$ cat src/rtl/gray_conv_arbiter.sv
// gray_conv_arbiter
//   Round-robin arbiter and sequencer that lets four requesters share a single
//   4-bit Gray-to-binary converter. One requester is granted, its Gray word is
//   latched and converted, and the binary result is returned tagged with the
//   requester id.
//
//   clk   in   system clock, rising edge
//   rst   in   asynchronous active-high reset
//   req   in   [NREQ]    per-requester request
//   gin   in   [4*NREQ]  packed Gray words, gin[4i+3:4i] for requester i
//   gnt   out  [NREQ]    one-hot grant, high for the single LOAD cycle
//   busy  out            high in LOAD, CONV and DONE
//   done  out            one-cycle pulse, b and rid valid while high
//   b     out  [4]       registered binary result
//   rid   out  [2]       id of the requester owning b
//   cnt   out  [CNTW]    completed-conversion count, wraps

// gray2bin_mux
//   Mux-based combinational Gray-to-binary converter.
//   g_i  in   [4]  Gray word
//   b_o  out  [4]  binary word
module gray2bin_mux (
   input  logic [3:0] g_i,
   output logic [3:0] b_o
);
   logic b3, b2, b1, b0;

   // each binary bit selects g or ~g depending on the next higher binary bit
   assign b3  = g_i[3];
   assign b2  = b3 ? ~g_i[2] : g_i[2];
   assign b1  = b2 ? ~g_i[1] : g_i[1];
   assign b0  = b1 ? ~g_i[0] : g_i[0];
   assign b_o = {b3, b2, b1, b0};
endmodule

module gray_conv_arbiter #(
   parameter int NREQ = 4,
   parameter int CNTW = 8
) (
   input  logic              clk,
   input  logic              rst,
   input  logic [NREQ-1:0]   req,
   input  logic [4*NREQ-1:0] gin,
   output logic [NREQ-1:0]   gnt,
   output logic              busy,
   output logic              done,
   output logic [3:0]        b,
   output logic [1:0]        rid,
   output logic [CNTW-1:0]   cnt
);

   // state | meaning
   // IDLE  | waiting for any req; arbitrate from ptr upward
   // LOAD  | gnt high for sel; latch the selected Gray word
   // CONV  | converter output captured into b, sel into rid
   // DONE  | done pulse; bump cnt, move ptr past the served requester
   typedef enum logic [1:0] {IDLE, LOAD, CONV, DONE} state_t;

   state_t            state_q;
   logic [1:0]        ptr_q;
   logic [1:0]        sel_q;
   logic [3:0]        greg_q;
   logic [NREQ-1:0]   gnt_q;
   logic              busy_q;
   logic              done_q;
   logic [3:0]        b_q;
   logic [1:0]        rid_q;
   logic [CNTW-1:0]   cnt_q;

   logic [1:0]        sel_d;
   logic              found_d;
   logic [1:0]        idx;
   logic [3:0]        conv_b;

   // first set request at or after ptr, wrapping modulo 4
   always_comb begin
      sel_d   = ptr_q;
      found_d = 1'b0;
      idx     = 2'd0;
      for (int i = 0; i < 4; i++) begin
         idx = ptr_q + 2'(i);
         if (!found_d && req[idx]) begin
            sel_d   = idx;
            found_d = 1'b1;
         end
      end
   end

   gray2bin_mux u_conv (
      .g_i (greg_q),
      .b_o (conv_b)
   );

   always_ff @(posedge clk or posedge rst) begin
      if (rst) begin
         state_q <= IDLE;
         ptr_q   <= 2'd0;
         sel_q   <= 2'd0;
         greg_q  <= 4'd0;
         gnt_q   <= '0;
         busy_q  <= 1'b0;
         done_q  <= 1'b0;
         b_q     <= 4'd0;
         rid_q   <= 2'd0;
         cnt_q   <= '0;
      end else begin
         case (state_q)
            IDLE: begin
               if (found_d) begin
                  sel_q   <= sel_d;
                  gnt_q   <= NREQ'(1) << sel_d;
                  busy_q  <= 1'b1;
                  state_q <= LOAD;
               end
            end
            LOAD: begin
               greg_q  <= gin[4*sel_q +: 4];
               gnt_q   <= '0;
               state_q <= CONV;
            end
            CONV: begin
               b_q     <= conv_b;
               rid_q   <= sel_q;
               done_q  <= 1'b1;
               state_q <= DONE;
            end
            DONE: begin
               done_q  <= 1'b0;
               busy_q  <= 1'b0;
               cnt_q   <= cnt_q + CNTW'(1);
               ptr_q   <= sel_q + 2'd1;
               state_q <= IDLE;
            end
            default: state_q <= IDLE;
         endcase
      end
   end

   assign gnt  = gnt_q;
   assign busy = busy_q;
   assign done = done_q;
   assign b    = b_q;
   assign rid  = rid_q;
   assign cnt  = cnt_q;

endmodule

$ cat config.mk
export PLATFORM = sky130hd
export DESIGN_NAME = gray_conv_arbiter
export DESIGN_NICKNAME = d
export VERILOG_FILES = /design/src/rtl/gray_conv_arbiter.sv
export SDC_FILE = /design/constraint.sdc
export NUM_CORES = 1
export LEC_CHECK = 0
export CORE_ASPECT_RATIO = 0.8
export CORE_UTILIZATION = 47
export DETAILED_ROUTE_END_ITERATION = 16
export PLACE_DENSITY_LB_ADDON = 0.3
export SYNTH_ARGS = -nofsm -noshare
export SYNTH_HDL_FRONTEND = slang
export SYNTH_SLANG_ARGS = --single-unit
$ cat constraint.sdc
create_clock -name clk -period 1.55 [get_ports clk]
set_input_delay 0.31 -clock clk [delete_from_list [all_inputs] [get_ports clk]]
set_output_delay 0.31 -clock clk [all_outputs]
set_load 0.005 [all_outputs]
# After elaboration in Yosys (flattened, before gate mapping)
# Index checks and enable logic that the tools add are counted.
# W data, S select, Z words.
# classes
addsub	5
order_cmp	4
eq_ne	4
shifts	2
mux	25
bitwise_logic	3
reduce_logical	13
# op_table
cell	count
$shiftx A16 B5 Y4	1
$lt A2 B3 Y1 const B	4
$mux W1	12
$add A8 B1 Y8 const B	1
$bmux W1 S2	4
$mux W2	4
$pmux W2 S4	1
$pmux W4 S2	1
$reduce_and A2 Y1	3
$reduce_bool A2 Y1	3
$add A2 B1 Y2 const B	2
$add A2 B2 Y2 const B	2
$eq A2 B2 Y1 const B	2
$mux W4	1
$pmux W1 S2	2
$shl A1 B2 Y4 const A	1
$logic_and A1 B1 Y1	3
$logic_not A1 Y1	3
$not A1 Y1	3
$eq A2 B1 Y1 const B	1
$logic_not A2 Y1	1
$ne A2 B2 Y1 const B	1
# word_totals
regBits	30
in_bits	22
out_inout_bits	20
wordCells	66

# Logic depth before layout (Yosys ltp)
# logic_depth
ltp_word	15
ltp_mapped	5
ltp_nobuf	5

# By module
# A second synthesis with hierarchy kept.
# unflattened
hier_cells	125
area_unflattened_um2	1525.2
# modules_own_cells
mod	instances	cells_per_inst	area_each_um2	seq_area_each_um2
gray_conv_arbiter	1	117	1452.6	750.7
gray2bin_mux	1	8	72.6	0.0

# Least setup slack after synthesis
# OpenSTA, ideal clock, no wires.
# synth_timing
path_kind	register to register
from	register state_q[0]
to	register b_q[1], in the netlist b[1]
setup_ns	0.125
arrival_ns	1.260
required_time_ns	1.425
slack_ns	0.166
stages_incl_launch_ff	5
n_path_buf	1
synth_period_minus_slack_ns	1.384
cell_sequence	dfrtp_1 inv_1 ha_1 clkbuf_1 mux2_2
# synth_via
elab_chain_cells	1
# synth_rtl
item	line_no	source
start, declared	59	state_t state_q;
start signal, assigned	96	state_q <= IDLE;
start signal, assigned	113	state_q <= LOAD;
start signal, assigned	119	state_q <= CONV;
$eq A2 B2 Y1	107	case (state_q)
end signal, assigned	122	b_q <= conv_b;
end, declared	66	logic [3:0] b_q;
# No other way between the ends.
# A chain may end at the register's enable or synchronous reset.

# Worst setup path in the final report
# layout_timing
from	register cnt_q[1], in the netlist cnt[1]
to	output cnt[1]
# layout_lines
item	line_no	source
start, declared	68	logic [CNTW-1:0] cnt_q;
start signal, assigned	130	cnt_q <= cnt_q + CNTW'(1);
end, declared	49	output logic [CNTW-1:0] cnt
# No word-level cell between the ends.

==> results.json <==
{
  "drt_first_pass_iters": 4,
  "rr_worst_depth": 3,
  "synthCells": 126,
  "wl_per_cell_um": 16.3,
  "fin_cells": 219,
  "cp_slowest_cell": "clkdlybuf4s50_1",
  "crit_cells": 1,
  "p_total_mw": 4.13,
  "whs_ns": 0.427,
  "cts_num_sinks": 30,
  "cp-start-kind": "flip-flop",
  "antenna_found_initial": 0,
  "portBuffers": 41,
  "yosysUniqueCellTypes": 31,
  "numCtsBuffers": 5,
  "swShare_pct": 35.0,
  "place.gp.congestion": 0.768,
  "final_nets": 208,
  "clk_latency_ns": 0.28,
  "timing.rr.start": "state_q[0]",
  "p_int_mw": 2.68,
  "design_area_um2": 2130,
  "skew_ns": 0.00603,
  "fin_ws_ns": 0.0500,
  "slew_headroom_pct": 74.2,
  "clockBufferDepth": 2,
  "hold_class": "primary input to async pin",
  "rrSetupSlack_ns": 0.11,
  "crit_buf_inv": 1,
  "die_area_um2": 3440,
  "dp_cells": 205,
  "finalCritPeriodShare_pct": 96.8,
  "power.leakage_nw": 0.921,
  "path_class": "flip-flop to primary output",
  "clock-root-buffer": "clkbuf_8",
  "switching_power_mw": 1.45,
  "rsz0062_at_grt": "false",
  "p_comb_share_pct": 49.0,
  "clock_power_share_pct": 15.7,
  "dp.final_hpwl_mm": 2.50,
  "final_util_pct": 73.5,
  "core.rowCount": 17,
  "ys_ff_latch": 30,
  "status": "finished clean",
  "num_vias": 1197,
  "r2r-end": "b[1]",
  "grt_max_degree": 31,
  "path_cells": "clkdlybuf4s50_1",
  "grt_pass1_wl_mm": 5.62,
  "setup.worst_path.end_class": "primary output",
  "clk_pin_slew_worst_paths_ns": 0.06,
  "layout.cells.most_common": "clkdlybuf4s50_1",
  "setup.worst_path.start": "cnt[1]",
  "cp_top_family": "buffers and inverters",
  "finalHoldViolCount": 0,
  "pre_cts_ws_ns": -0.299,
  "cts_tree": "done",
  "grt_pass1_vias": 1212,
  "fp.coreArea_um2": 2890,
  "irDropWorstVdd_mv": 1.30,
  "p_seq_share_pct": 35.3,
  "die_x_um": 65.3,
  "dr.first_iter.drc_count": 35,
  "setup_viol": 0,
  "syn-mean-instance-area_um2": 12.0,
  "drive_above_1_share_pct": 23.2,
  "tns_ns": 0,
  "postPlaceCellArea_um2": 1970,
  "overflow": 0,
  "nFillCells": 197,
  "max_cap_violations": 0,
  "ys_warn_count": 0,
  "slowest_delay_ns": 0.51,
  "max_freq_ghz": 0.667,
  "grt_use_total_pct": 22.9,
  "drv_slew": 0,
  "syn_nets": 154,
  "final_cell_mix": "clkdlybuf4s50_1 (37), dfrtp_1 (29), buf_4 (12)",
  "critPathRequiredTime_ns": 1.24,
  "worstMarginPinSlew_ns": 0.387,
  "powerDensity_nw_per_um2": 1940,
  "initial_core_util_pct": 52.1,
  "drt_wl_total_mm": 3.57,
  "die_y_um": 52.6,
  "antenna_cells": 0,
  "crit_fanout": 5,
  "areaGrowthSynthToFinish_pct": 41.1,
  "ioPinCount": 42,
  "cp.arrival_ns": 1.19,
  "ant_nets": 0,
  "h-tree-depth": 2,
  "netlist_area_um2": 1510,
  "drc_errors": 0,
  "fin_crit_ns": 1.50,
  "via_per_inst": 5.47,
  "ys_seq_area_share_pct": 49.8
}
layer usage:
layer | GRT usage (%) | vias to the layer above | wire, µm
met4 | 9.42 | 0 | 36
met5 | 0 | - | 0
met1 | 25.2 | 591 | 1460
met2 | 42.1 | 46 | 1860
li1 | - | 553 | -
met3 | 5.87 | 7 | 219
how the worst max path moves through the flow:
stage / end
floorplan: b[1]
global placement: busy
detailed placement: gnt[0]
CTS: cnt[1]
global route: cnt[1]
finish: cnt[1]
flip-flops by register name (all words and copies together), names as in the netlist:
signal,flops
rid,2
busy,1
done,1
state_q,2
b,4
ptr_q,2
gnt,4
greg_q,4
cnt,8
sel_q,2
cells by family (layout without fill, tap and decap cells):
kind of cell             after synthesis  in the layout  share of synthesized area [%]
AO/OA/AOI/OAI                         24             24                           10.6
XOR/XNOR                              11             11                           6.40
adder cells (fa/ha/maj)                6              6                           4.98
buffers and inverters                 10             65                           3.74
flip-flops                            30             30                           49.8
multiplexers                          14             14                           13.4
AND/OR/NAND/NOR                       31             31                           11.0
cell usage after synthesis:
cell | instances | area, µm²
clkbuf_2 | 1 | 5.00
o211ai_1 | 1 | 7.51
nor2_1 | 10 | 37.5
o22ai_1 | 1 | 6.26
nand3_1 | 4 | 20.0
nor3b_1 | 2 | 15.0
inv_1 | 4 | 15.0
buf_2 | 2 | 10.0
xnor2_1 | 8 | 70.1
ha_1 | 6 | 75.1
nand2_1 | 8 | 30.0
xor2_1 | 3 | 26.3
o21ai_1 | 1 | 5.00
nand4_1 | 2 | 12.5
o21ai_2 | 1 | 8.76
nor4_4 | 1 | 21.3
mux4_2 | 4 | 90.1
o2bb2ai_1 | 1 | 8.76
nand2_2 | 1 | 6.26
mux2_2 | 9 | 101
clkbuf_1 | 1 | 3.75
mux2i_1 | 1 | 10.0
o211a_1 | 1 | 10.0
a32o_1 | 4 | 40.0
a21oi_1 | 8 | 40.0
o21ai_0 | 5 | 25.0
or4_4 | 1 | 11.3
buf_6 | 2 | 22.5
a2bb2oi_1 | 1 | 8.76
dfrtp_1 | 30 | 751
nor2b_1 | 2 | 12.5
timing repair:
action	in CTS	in global routing
hold buffers	0	0
gates resized for setup	3	6
setup buffers	3	3
pin swaps	1	1
endpoints found under the setup margin	5	13
cell type report:
type / instances / area [µm²] / area share (%)
sequential: 30 / 752 / 35.4
multi-input combinational: 86 / 713 / 33.5
timing repair buffer: 53 / 503 / 23.7
clock buffer: 6 / 82.6 / 3.88
tap: 38 / 47.5 / 2.24
inverter: 4 / 15.0 / 0.706
clock inverter: 2 / 12.5 / 0.589
power by group through the flow:
stage / Clock (mW) / Combinational [mW] / Sequential, mW
floorplan: 0 / 1.18 / 1.39
global placement: 0 / 1.76 / 1.47
detailed placement: 0 / 1.84 / 1.50
CTS: 0.663 / 1.94 / 1.47
global route: 0.694 / 2.18 / 1.51
finish: 0.649 / 2.02 / 1.46
Note: power is estimated with default switching activity, not from simulation.
